### src/rtl/inst_fetch.sv
// Instruction fetch unit: owns the PC, drives the ROM port and hands {pc, inst} to decode.
// Define IFU_SKID_EN for a 2-entry output FIFO that removes the id_ready -> pc/rom path.
module inst_fetch #(
  parameter logic [31:0] RESET_PC = 32'h0000_0000,
  parameter int unsigned PC_STEP  = 4
) (
  input  logic        clk,
  input  logic        rst,
  output logic        rom_ce,
  output logic [31:0] rom_addr,
  input  logic [31:0] rom_inst,
  input  logic        branch_flag,
  input  logic [31:0] branch_target_address,
  input  logic        id_ready,
  output logic        if_valid,
  output logic [31:0] if_pc,
  output logic [31:0] if_inst
);

  logic [31:0] pc;
  logic        can_accept;
  logic        fire;
  logic        pop;

  assign rom_addr = pc;
  assign pop      = if_valid & id_ready;
  assign fire     = rom_ce & can_accept & ~branch_flag;

  // NOTE: sequential state is written with <= only, so every register samples pre-edge values.
  always_ff @(posedge clk or negedge rst) begin
    if (!rst) begin
      rom_ce <= 1'b0;
      pc     <= RESET_PC;
    end else begin
      rom_ce <= 1'b1;
      if (branch_flag) begin
        pc <= branch_target_address & 32'hFFFF_FFFC;
      end else if (fire) begin
        pc <= pc + 32'(PC_STEP);
      end
    end
  end

`ifdef IFU_SKID_EN
  logic [1:0]  count;
  logic [31:0] skid_pc;
  logic [31:0] skid_inst;

  // Accept depends only on the registered occupancy, never on id_ready.
  assign can_accept = (count != 2'd2);
  assign if_valid   = (count != 2'd0);

  always_ff @(posedge clk or negedge rst) begin
    if (!rst) begin
      count     <= 2'd0;
      if_pc     <= 32'h0;
      if_inst   <= 32'h0;
      // NOTE: the second entry is reset too; it is two words and keeps X out of if_pc after a pop.
      skid_pc   <= 32'h0;
      skid_inst <= 32'h0;
    end else if (branch_flag) begin
      count <= 2'd0;
    end else begin
      case ({fire, pop})
        2'b10: begin
          if (count == 2'd0) begin
            if_pc   <= pc;
            if_inst <= rom_inst;
          end else begin
            skid_pc   <= pc;
            skid_inst <= rom_inst;
          end
          count <= count + 2'd1;
        end
        2'b01: begin
          if (count == 2'd2) begin
            if_pc   <= skid_pc;
            if_inst <= skid_inst;
          end
          count <= count - 2'd1;
        end
        2'b11: begin
          // Occupancy is unchanged; the new word goes behind whatever remains.
          if (count == 2'd2) begin
            if_pc     <= skid_pc;
            if_inst   <= skid_inst;
            skid_pc   <= pc;
            skid_inst <= rom_inst;
          end else begin
            if_pc   <= pc;
            if_inst <= rom_inst;
          end
        end
        default: ;
      endcase
    end
  end
`else
  // A pop this cycle frees the single register, so the next word can land on the same edge.
  assign can_accept = ~if_valid | id_ready;

  always_ff @(posedge clk or negedge rst) begin
    if (!rst) begin
      if_valid <= 1'b0;
      if_pc    <= 32'h0;
      if_inst  <= 32'h0;
    end else if (branch_flag) begin
      if_valid <= 1'b0;
    end else if (fire) begin
      if_valid <= 1'b1;
      if_pc    <= pc;
      if_inst  <= rom_inst;
    end else if (pop) begin
      if_valid <= 1'b0;
    end
  end
`endif

endmodule

### config.mk
export PLATFORM = sky130hd
export DESIGN_NAME = inst_fetch
export DESIGN_NICKNAME = d
export VERILOG_FILES = /design/src/rtl/inst_fetch.sv
export SDC_FILE = /design/constraint.sdc
export NUM_CORES = 1
export LEC_CHECK = 0
export BUFFER_PORTS_ARGS = -buffer_cell sky130_fd_sc_hd__buf_4
export CORE_MARGIN = 2
export CORE_UTILIZATION = 40
export CTS_CLUSTER_SIZE = 30
export DETAILED_ROUTE_END_ITERATION = 6
export PLACE_DENSITY = 0.68
export SLEW_MARGIN = 25
export SYNTH_ARGS = -nofsm -noshare
export SYNTH_HDL_FRONTEND = slang
export SYNTH_SLANG_ARGS = --single-unit
### constraint.sdc
create_clock -name clk -period 2.3 [get_ports clk]
set_input_delay 0 -clock clk [delete_from_list [all_inputs] [get_ports clk]]
set_output_delay 0 -clock clk [all_outputs]
set_load 0.005 [all_outputs]
==> results by group <==
Critical path
  • Critical R2R Launch: rom_addr[2]$_DFFE_PN0P_
  • Crit-path slowest cell: or4b_4
  • Startpoint types: flop
  • Worst Path Required: 2.54 ns
  • Worst-path cell chain: ha_1, and4_1, or4b_4, nor3_2, xor2_1, mux2_2
  • Critical path data arrival time: 2.27 ns
  • Critical Path Max Stage Delay: 0.53 ns
  • Worst Setup SP: rom_addr[2]$_DFFE_PN0P_
  • CP Capture Type: flop
  • R2r endpoint: rom_addr[20]$_DFFE_PN0P_
  • CP top delay family: simple AND/OR/NAND/NOR gates
  • CP max FO: 5
  • CP Class: flop to flop
  • R2R setup slack: 0.27 ns
  • Reg2Reg Depth: 6
  • WP buf/inv: 0

Timing
  • Min cycle time layout: 2.03 ns
  • Worst-Margin Slew: 0.690 ns
  • Setup TNS: 0 ns
  • Setup Skew: 0.0114 ns
  • Fin crit share: 88.2%
  • Fmax: 0.493 GHz
  • Final Max Slew Viols: 0
  • Hold Vio Cnt, Final: 0
  • RSZ-0062 raised after global routing: no
  • Setup violators final: 0
  • Worst slew margin relative to its limit: 54.0%

Global routing
  • GRT Overall Usage: 20.1%
  • Largest net degree at the start of global routing: 77
  • GR Overflow Total: 0
  • Vias in the first global route: 3648
  • Global-route wire length before repair: 17800 µm
  • Antenna violations before repair: 0

Yosys
  • Mean Syn Cell Area: 12.2 µm²
  • Synthesized flop and latch total: 94
  • Fraction of registers with async set/reset: 100%
  • Post-synth EDFFs: 0
  • Ys Warns: 0
  • Post-Syn Instances: 342
  • Top FF cell, synth: dfrtp_1
  • Post-synthesis cell type count: 38
  • Seq/Total Area, Yosys: 56.3%
  • Synthesized area: 0.00418 mm²
  • Post-synth top area share: 56.3%
  • Synth area leader: dfrtp_1
  • Synth area leaders: dfrtp_1 56%, mux2_2 17%, xor2_1 3.4%

Finish
  • Final Net Count: 643
  • Share of layout cells above drive strength 1: 45.3%
  • Diode count: 0
  • Final Util: 62.4%
  • Most common cell after layout, fill and taps aside: buf_4
  • Commonest cells after routing, fill and taps aside: 172 x buf_4, 94 x dfrtp_1, 64 x dlygate4sd3_1
  • Filler instances: 827
  • Finished Cell Area: 0.00638 mm²
  • Area growth, synth to finish: 52.7%

Place
  • Port bufs: 159
  • DP HPWL: 7440 µm
  • RePlAce Congestion: 0.839
  • Area of placed instances: 0.00555 mm²

Drt
  • DR vias: 3448
  • Detail Route Antenna Nets: 0
  • DRC marker count from the first detailed-route iteration: 138
  • Via density: 4.82
  • Drt wl/cell: 15.4 µm
  • Total Routed Length: 11000 µm
  • DRT Pass-1 Iters: 4
  • DR DRC count: 0

Clock network
  • Setup repair bufs after CTS: 0
  • Clock Latency Late Sink: 0.36 ns
  • Resized cells post-CTS: 0
  • Clock Pin Slew Worst Setup and Hold Paths: 0.09 ns
  • Clock root cell: clkbuf_8
  • Clock Tree Buf Depth: 2
  • H-Tree Depth: 3
  • CTS tree: done
  • CTS buffer count: 9
  • TritonCTS Sinks: 94

Floorplanning
  • Die ar.: 0.0113 mm²
  • Core area: 0.0102 mm²
  • Number of I/O pins: 166
  • Initial Util: 40.9%
  • Die W: 106 µm
  • Row Count: 37
  • Die span in y: 106 µm

Power and ir drop
  • Peak supply drop: 0.000333 V
  • Power per cell area: 656 mW/mm²
  • Total power: 0.00419 W
  • Leak: 2.93 nW

Job
  • MaxCap Viol Count: 0

Outcome
  • Outcome: complete, no violations

Worst hold path
  • Min-delay worst type: input port to asynchronous set/reset pin
-- cells by family (layout without fill, tap and decap cells) --
logic type	count (synthesis)	count (layout)	share of synthesized area, %
AND/OR/NAND/NOR	99	99	13.4
AO/OA/AOI/OAI	32	32	4.07
flip-flops	94	94	56.3
adder cells (fa/ha/maj)	1	1	0.299
other	2	5	0.180
XOR/XNOR	27	27	5.66
buffers and inverters	23	257	2.93
multiplexers	64	64	17.2
-- cells in the mapped netlist, drive strengths merged (2+ instances only) --
cell type   n
dfrtp      94
clkbuf      8
nand4      16
or3         2
and3        6
mux2i       2
buf        11
nand2      36
xnor2      11
and4        3
and2        3
nor2        3
nor4        6
inv         4
nor3        7
nand3      11
conb        2
xor2       16
mux2       62
o21ai      27
a21oi       2
-- through the flow --
| step | std cells | hold WS [ns] | setup slack (ns) |
|---|---|---|---|
| floorplan | 345 | -0.296 | 0.268 |
| global placement | 635 | 0.204 | 0.300 |
| detailed placement | 635 | 0.215 | 0.292 |
| CTS | 715 | 0.234 | 0.272 |
| global route | 715 | 0.255 | 0.137 |
| finish | 715 | 0.239 | 0.271 |
-- metal layers --
layer  routed length (µm)  up-vias  GRT usage [%]
met1                 4750     1673           24.5
met5                    0        -              0
met2                 5570      105           35.9
li1                     -     1664              -
met3                  628        6           5.03
met4                   85        0           4.23
-- sequential cells by signal, summed over array words and instances, names as in the netlist --
signal	count
if_inst	32
rom_ce	1
if_valid	1
rom_addr	30
if_pc	30
-- area by class of cell --
type                       count  area, µm²  area share [%]
sequential                    94       2350            36.8
timing repair buffer         237       1940            30.4
multi-input combinational    228       1720            26.9
tap                          136        170            2.67
clock buffer                  13        169            2.65
clock inverter                 3       17.5           0.274
inverter                       4       15.0           0.235
-- report_power, final --
part	internal, W	leakage (nW)	switching [W]
Combinational	0.000682	1.71	0.000371
Sequential	0.00191	1.13	0.000185
Clock	0.000479	0.0954	0.000558
Total	0.00307	2.93	0.00111
-- repair_timing --
action,CTS,global route
endpoints found under the setup margin,0,0
hold buffers,64,0
endpoints found under the hold margin,137,0
-- worst max-delay path by stage --
stage                     cells after the start                        to  slack [ns]
after floorplan                               7  rom_addr[20]$_DFFE_PN0P_        0.27
after global placement                        6  rom_addr[20]$_DFFE_PN0P_        0.30
after detailed placement                      6  rom_addr[20]$_DFFE_PN0P_        0.29
after CTS                                     6  rom_addr[20]$_DFFE_PN0P_        0.27
after global routing                          5  rom_addr[31]$_DFFE_PN0P_        0.14
final                                         6  rom_addr[20]$_DFFE_PN0P_        0.27
Power figures use the tool's default switching activity.
